### src/rtl/display_v2.sv
// Avalon-ST word FIFO feeding a board display: words are popped on a periodic
// tick (or a manual key press) and shown on eight 7-segment digits plus LEDs.
module display_v2 #(
    parameter int DATA_W   = 32,
    parameter int DEPTH    = 8,
    parameter int TICK_DIV = 50_000_000
) (
    input  logic              clk_hifreq,
    input  logic              rst,
    input  logic [DATA_W-1:0] data_in,
    input  logic              valid,
    output logic              ready,
    input  logic [17:0]       switches,
    input  logic [3:0]        buttons,
    output logic [7:0]        leds_green,
    output logic [17:0]       leds_red,
    output logic [6:0]        hex0,
    output logic [6:0]        hex1,
    output logic [6:0]        hex2,
    output logic [6:0]        hex3,
    output logic [6:0]        hex4,
    output logic [6:0]        hex5,
    output logic [6:0]        hex6,
    output logic [6:0]        hex7
);
    localparam int PW = (DEPTH > 1) ? $clog2(DEPTH) : 1;
    localparam int CW = $clog2(DEPTH) + 1;
    localparam int TW = $clog2(TICK_DIV);

    logic [DATA_W-1:0] mem [DEPTH];
    logic [PW-1:0]     head_reg;
    logic [PW-1:0]     tail_reg;
    logic [CW-1:0]     count_reg;
    logic [TW-1:0]     tick_cnt_reg;
    logic [2:0]        sync1_reg;
    logic [2:0]        sync2_reg;
    logic [2:0]        sync_prev_reg;
    logic              underflow_reg;
    logic [DATA_W-1:0] disp_word_reg;

    logic [2:0]  press;
    logic        tick;
    logic        flush_pulse;
    logic        push;
    logic        pop_req;
    logic        pop;
    logic        uf_set;
    logic [31:0] word32;
    logic        unused_inputs;

    function automatic logic [6:0] seg7(input logic [3:0] nib);
        case (nib)
            4'h0: seg7 = 7'h40;
            4'h1: seg7 = 7'h79;
            4'h2: seg7 = 7'h24;
            4'h3: seg7 = 7'h30;
            4'h4: seg7 = 7'h19;
            4'h5: seg7 = 7'h12;
            4'h6: seg7 = 7'h02;
            4'h7: seg7 = 7'h78;
            4'h8: seg7 = 7'h00;
            4'h9: seg7 = 7'h10;
            4'hA: seg7 = 7'h08;
            4'hB: seg7 = 7'h03;
            4'hC: seg7 = 7'h46;
            4'hD: seg7 = 7'h21;
            4'hE: seg7 = 7'h06;
            default: seg7 = 7'h0E;
        endcase
    endfunction

    // Keys are active-low: a press is the synchronised level going 1 -> 0.
    assign press       = sync_prev_reg & ~sync2_reg;
    assign flush_pulse = press[2];
    assign tick        = (tick_cnt_reg == TW'(TICK_DIV - 1));
    assign ready       = (count_reg < CW'(DEPTH)) && !flush_pulse && !rst;
    assign push        = valid && ready;
    assign pop_req     = (switches[17] ? press[0] : tick) && !switches[16] && !flush_pulse;
    assign pop         = pop_req && (count_reg != '0);
    assign uf_set      = pop_req && (count_reg == '0);
    assign word32      = 32'(disp_word_reg);

    assign unused_inputs = ^{switches[14:0], buttons[3]};

    always_ff @(posedge clk_hifreq) begin
        if (push) begin
            mem[tail_reg] <= data_in;
        end
    end

    always_ff @(posedge clk_hifreq or posedge rst) begin
        if (rst) begin
            head_reg      <= '0;
            tail_reg      <= '0;
            count_reg     <= '0;
            tick_cnt_reg  <= '0;
            sync1_reg     <= '0;
            sync2_reg     <= '0;
            sync_prev_reg <= '0;
            underflow_reg <= 1'b0;
            disp_word_reg <= '0;
            leds_green    <= '0;
            leds_red      <= '0;
        end else begin
            tick_cnt_reg  <= tick ? '0 : tick_cnt_reg + 1'b1;
            sync1_reg     <= buttons[2:0];
            sync2_reg     <= sync1_reg;
            sync_prev_reg <= sync2_reg;

            if (flush_pulse) begin
                head_reg  <= '0;
                tail_reg  <= '0;
                count_reg <= '0;
            end else begin
                if (push) begin
                    tail_reg <= tail_reg + 1'b1;
                end
                if (pop) begin
                    head_reg      <= head_reg + 1'b1;
                    disp_word_reg <= mem[head_reg];
                end
                if (push && !pop) begin
                    count_reg <= count_reg + 1'b1;
                end else if (pop && !push) begin
                    count_reg <= count_reg - 1'b1;
                end
            end

            // A simultaneous underflow and clear request leaves the flag set.
            if (uf_set) begin
                underflow_reg <= 1'b1;
            end else if (press[1]) begin
                underflow_reg <= 1'b0;
            end

            leds_green <= {{(8 - CW){1'b0}}, count_reg};
            leds_red   <= {(count_reg == CW'(DEPTH)), underflow_reg, disp_word_reg[15:0]};
        end
    end

    for (genvar gi = 0; gi < 8; gi++) begin : g_hex
        logic [6:0] seg_reg;
        always_ff @(posedge clk_hifreq or posedge rst) begin
            if (rst) begin
                seg_reg <= 7'h40;
            end else begin
                seg_reg <= switches[15] ? 7'h7F : seg7(word32[4*gi +: 4]);
            end
        end
    end

    assign hex0 = g_hex[0].seg_reg;
    assign hex1 = g_hex[1].seg_reg;
    assign hex2 = g_hex[2].seg_reg;
    assign hex3 = g_hex[3].seg_reg;
    assign hex4 = g_hex[4].seg_reg;
    assign hex5 = g_hex[5].seg_reg;
    assign hex6 = g_hex[6].seg_reg;
    assign hex7 = g_hex[7].seg_reg;
endmodule

### config.mk
export PLATFORM = sky130hd
export DESIGN_NAME = display_v2
export DESIGN_NICKNAME = d
export VERILOG_FILES = /design/src/rtl/display_v2.sv
export SDC_FILE = /design/constraint.sdc
export NUM_CORES = 1
export LEC_CHECK = 0
export ABC_AREA = 1
export BUFFER_PORTS_ARGS = -buffer_cell sky130_fd_sc_hd__buf_4
export CAP_MARGIN = 20
export CORE_UTILIZATION = 30
export CTS_CLUSTER_SIZE = 24
export DETAILED_ROUTE_END_ITERATION = 10
export SYNTH_ARGS = -nofsm -noshare
export SYNTH_HDL_FRONTEND = slang
export SYNTH_SLANG_ARGS = --single-unit
export TNS_END_PERCENT = 1
### constraint.sdc
create_clock -name clk_hifreq -period 8 [get_ports clk_hifreq]
set_input_delay 0.8 -clock clk_hifreq [delete_from_list [all_inputs] [get_ports clk_hifreq]]
set_output_delay 0.8 -clock clk_hifreq [all_outputs]
set_load 0.02 [all_outputs]
# == Yosys cells after proc, flatten, opt, wreduce, memory -nomap -nowiden ==
# Memories as Yosys holds them, arrays and structs flattened. A register that Yosys moved wholly into a read port is not among the register bits.
# Cells that the tools add are included.
# classes
add_sub_neg,5
magnitude_cmp,1
n_eq_ne,2
mux,21
bitwise,3
reduce_logical,21
# ops
operator,count
$mux 7,8
$add 26x1->26 const B,1
$eq 26x26->1 const B,1
$mux 26,1
$mux 3,4
$mux 4,3
$logic_and 1x1->1,9
$add 3x1->3 const B,2
$reduce_bool 2->1,3
$logic_not 1->1,5
$mux 1,5
$add 4x1->4 const B,1
$eq 4x4->1 const B,1
$logic_not 4->1,1
$lt 4x4->1 const B,1
$reduce_bool 4->1,1
$sub 4x1->4 const B,1
$and 3x3->3,1
$not 3->3,1
$reduce_bool 3->1,1
$reduce_and 2->1,1
$not 1->1,1
# totals
reg_bits,124
mem_bits_rw,256
romBits,896
inputBits,57
output_inout_bits,83
word_cells,80
n_memories,9
# memory_table
name,words,width,read_ports,rd_ports_with_merged_regs,write_ports,line,source
mem,8,32,1,1,1,30,logic [DATA_W-1:0] mem [DEPTH];
(name not given),16,7,1,0,0,52,case (nib)
(name not given),16,7,1,0,0,52,
(name not given),16,7,1,0,0,52,
(name not given),16,7,1,0,0,52,
(name not given),16,7,1,0,0,52,
+3 memories,--,--,--,--,--,--,

# == Depth between registers and ports, before layout ==
# logic_depth
word_depth,11
depth_mapped,18
depth_no_buf,18

# == Worst setup path after synthesis ==
# OpenSTA, ideal clock, no wires.
# synth_path
path_type,input port to flip-flop
startpoint,in rst
endpoint,"mem mem[0][0], enable pin"
setup_time_ps,421
t_arrival_ps,3181
required_ps,7579
slack_ps,4398
cell_stages,5
n_path_buf,0
cell_sequence,nor3_1 > nand2_1 > inv_1 > nand2_1 > nor2_1
# synth_via
elab_chain_len,5
# synth_rtl
item,line,source
"start, declared",9,"input logic rst,"
$logic_not 1->1 (no line),--,
$logic_and 1x1->1,76,assign ready = (count_reg < CW'(DEPTH)) && !flush_pulse && !rst;
$logic_and 1x1->1,77,assign push = valid && ready;
$mux 1,86,if (push) begin
$mux 1 (implied by the code),87,mem[tail_reg] <= data_in;
"end, declared",30,
# Every way passes these cells.

# == Worst setup path in the final report ==
# layout_path
startpoint,reg tick_cnt_reg[0]
endpoint,"reg disp_word_reg[25], read port of mem"
# layout_via
elab_chain_len,6
# layout_rtl
item,line,source
"start, declared",34,logic [TW-1:0] tick_cnt_reg;
"start signal, assigned",105,tick_cnt_reg <= tick ? '0 : tick_cnt_reg + 1'b1;
$eq 26x26->1,75,assign tick = (tick_cnt_reg == TW'(TICK_DIV - 1));
$mux 1,78,assign pop_req = (switches[17] ? press[0] : tick) && !switches[16] && !flush_pulse;
$logic_and 1x1->1 (2 in a row),78,
$logic_and 1x1->1,79,assign pop = pop_req && (count_reg != '0);
$reduce_and 2->1 (no line),--,
"end, declared",39,logic [DATA_W-1:0] disp_word_reg;
# Every way passes these cells.
# A chain may end at the register's enable or synchronous reset.

==> impl_results.md <==
- Status: finished, final reports clean
- Crit path top cell by count: a21oi_1
- Busiest grt layer: met2
- Clk_lat worst skew: 0.56 ns
- CP Data Required Time: 8.46 ns
- Top cells by count, synth: edfxtp_1, inv_1, dfrtp_1, nand2_1, a21oi_1
- Area of the multi-input gates: 0.005049 sq mm
- Synthesized area: 0.01762 sq mm
- Placed Instance Area: 0.01930 sq mm
- Total CTS buffers: 41
- GPL Wtd Cong: 0.8655
- Worst Max-Slew Pin Slew: 1.032 ns
- Endpoints failing setup: 0
- CTS tree: yes
- Pwr per Cell Area: 325.5 mW/mm^2
- Setup_tns: 0 ns
- Pin count of the biggest net entering global routing: 87
- Synth Flop Type: edfxtp_1
- Max FO, Critical Path: 66
- Worst-path cell chain: ha_1 -> nand3_2 -> inv_2 -> nand2_1 -> nor2_2 -> nand2_2 -> nand2_4 -> nand3_4 -> buf_4 -> a21oi_1 -> a21oi_1
- Worst Path Buf+Inv: 2
- Yosys top cell area share: 43.64%
- Final Cycle Share: 34.14%
- Reg clk slew, reported paths: 0.06 ns
- WL/cell: 16.30 um
- DR DRC count: 0
- Top cell family by delay on the critical path: buffers and inverters
- Number of DRC markers in iteration 0: 602
- GRT overflow: 0
- Yosys top cell by area: edfxtp_1
- DIE WIDTH: 244.3 um
- CTS Hold Buffers Added: 0
- Most common cell in the netlist: edfxtp_1
- Root Buffer: clkbuf_16
- Startpoint types: flop
- Synth cell types: 38
- Finished Cell Area: 0.02078 sq mm
- Crit path DAT: 3.19 ns
- Via Count: 11080
- Synth top area cells: edfxtp_1, dfrtp_1, ha_1, mux2i_1, inv_1
- Clock Skew: 0.02971 ns
- Fmax: 0.3661 GHz
- Setup Fix Bufs, Post-CTS: 0
- Met3 usage: 2.952%
- Routed wire length: 38540 um
- MaxCap Viol Count: 0
- Std-Cell Rows: 88
- TritonRoute pass-1 iters: 5
- Max incr delay on CP: 0.79 ns
- Synthesis Warnings: 0
- ANT nets after route: 0
- Vias in the first global route: 10790
- Ys async rst share: 37.86%
- Initial antenna violation count: 7
- Placed cells: 2286
- Initial Util: 30.47%
- Min-delay worst type: input port to async pin
- H-tree depth: 2
- Total Routing Usage GR: 12.87%
- Vias/cell: 4.687
- Worst relative slew slack: 31.23%
- Avg Inst Size Synth: 12.09 sq um
- CTS sink cnt: 412
- Die height: 244.3 um
- I/O Pins: 140
- Number of flops mapped to enable cells by yosys: 256
- Post-Synthesis Cells: 1457
- Synth-to-Final Area Change: 17.99%
- # fillers: 5534
- Met2 usage: 21.11%
- Sequential cell area: 0.01161 sq mm
- Maximum VDD drop: 184.6 uV
- WS Path Type: flop to flop
- Largest register FFs: 256
- Slew Limit Fails: 0
- Crit-path slowest cell: buf_4
- Final period demand of the worst path: 2.731 ns
- Yosys reg bits: 412
- Core Region: 0.05781 sq mm
- Final hold violations: 0
- # port buffers: 119
- Die area: 0.05969 sq mm
- RSZ-0062 raised after global routing: no
- First-pass GRT wire length: 60560 um
- CP endpoint kind: flop
- Routing usage on met1: 16.95%
- Final HPWL DP: 23330 um
- Final net count: 1676
- Sequential fraction of the synthesis area: 65.86%
- Fraction of layout cells with a size suffix above 1: 16.58%
- Lkg Pwr: 8.007 nW
- Clk buf depth: 3
- Finished Layout Cells: 2364
- Cts repair resizes: 0
stage by stage:
step | power, W | utilization, % | setup slack [ns] | hold slack, ns
finish | 0.006766 | 35.96 | 5.269 | 0.3493
floorplan | 0.004148 | - | 3.007 | 0.3312
global placement | 0.004728 | 33.34 | 5.042 | 0.3385
CTS | 0.006840 | 35.90 | 5.198 | 0.3246
detailed placement | 0.004777 | 33.39 | 5.033 | 0.3356
global route | 0.007167 | 35.96 | 5.106 | 0.3337
layout by cell type, fill, tap and decap left out, types with 7 or more instances in the layout:
| master | instances |
|---|---|
| buf_4 | 135 |
| o2111ai_1 | 8 |
| a21oi_2 | 30 |
| inv_1 | 161 |
| dfstp_2 | 8 |
| o21ai_0 | 113 |
| clkbuf_16 | 43 |
| nand3_1 | 58 |
| nor2_1 | 41 |
| ha_1 | 53 |
| edfxtp_1 | 256 |
| dfrtp_1 | 146 |
| nor3_1 | 23 |
| nand4_1 | 16 |
| nor2_2 | 12 |
| a21oi_1 | 119 |
| xor2_1 | 14 |
| clkinv_1 | 12 |
| mux2i_1 | 64 |
| nand2_1 | 133 |
| o211ai_1 | 79 |
| bufinv_16 | 7 |
final cells by class:
type	instances	area share [%]
inverter	171	3.112
clock buffer	51	5.424
sequential	412	55.84
antenna	1	0.01204
tap	765	4.605
clock inverter	25	1.577
timing repair buffer	137	5.141
multi-input combinational	802	24.29
cell families after synthesis:
logic type | count (synthesis) | synth area share (%)
DFF | 412 | 65.86
muxes | 64 | 3.637
other | 1 | 0.02129
xor gates and xnor gates | 18 | 0.8949
adders and majority gates | 54 | 3.878
buffers and inverters | 246 | 5.661
and+or+nand+nor | 295 | 7.430
AOI/OAI and AO/OA | 367 | 12.62
metal layers:
metal,part of all wire (%),vias to the layer above
met5,0.17,-
met4,2.0,12
met3,6.1,60
met2,47,238
met1,45,5409
li1,-,5360
worst paths after layout:
path	end	start	depth (start not counted)	slack [ns]
min in group clk_hifreq	sync2_reg[0]	sync1_reg[0]	0	0.35
worst max-delay path	disp_word_reg[25]	tick_cnt_reg[0]	11	5.27
worst min-delay path	leds_green[1]	rst	2	0.35
max in group asynchronous	hex3[6]	rst	4	6.49
worst min register to register	sync2_reg[0]	sync1_reg[0]	0	0.35
worst max register to register	disp_word_reg[25]	tick_cnt_reg[0]	11	5.27
worst reg2reg max path, delay by kind of cell, from the launching register on:
family / cells / cell delay, ns
buffers and inverters: 2 / 0.85
adder cells (fa/ha/maj): 1 / 0.26
flip-flops: 1 / 0.39
AND/OR/NAND/NOR: 6 / 0.61
AO/OA/AOI/OAI: 2 / 0.53
where the power goes:
part / total (W) / internal [W] / switching, W
Combinational: 0.00190 / 0.000718 / 0.00118
Sequential: 0.00282 / 0.00258 / 0.000239
Clock: 0.00205 / 0.00123 / 0.000810
Total: 0.00677 / 0.00453 / 0.00223
No activity file was read; power rests on OpenSTA's default activity.
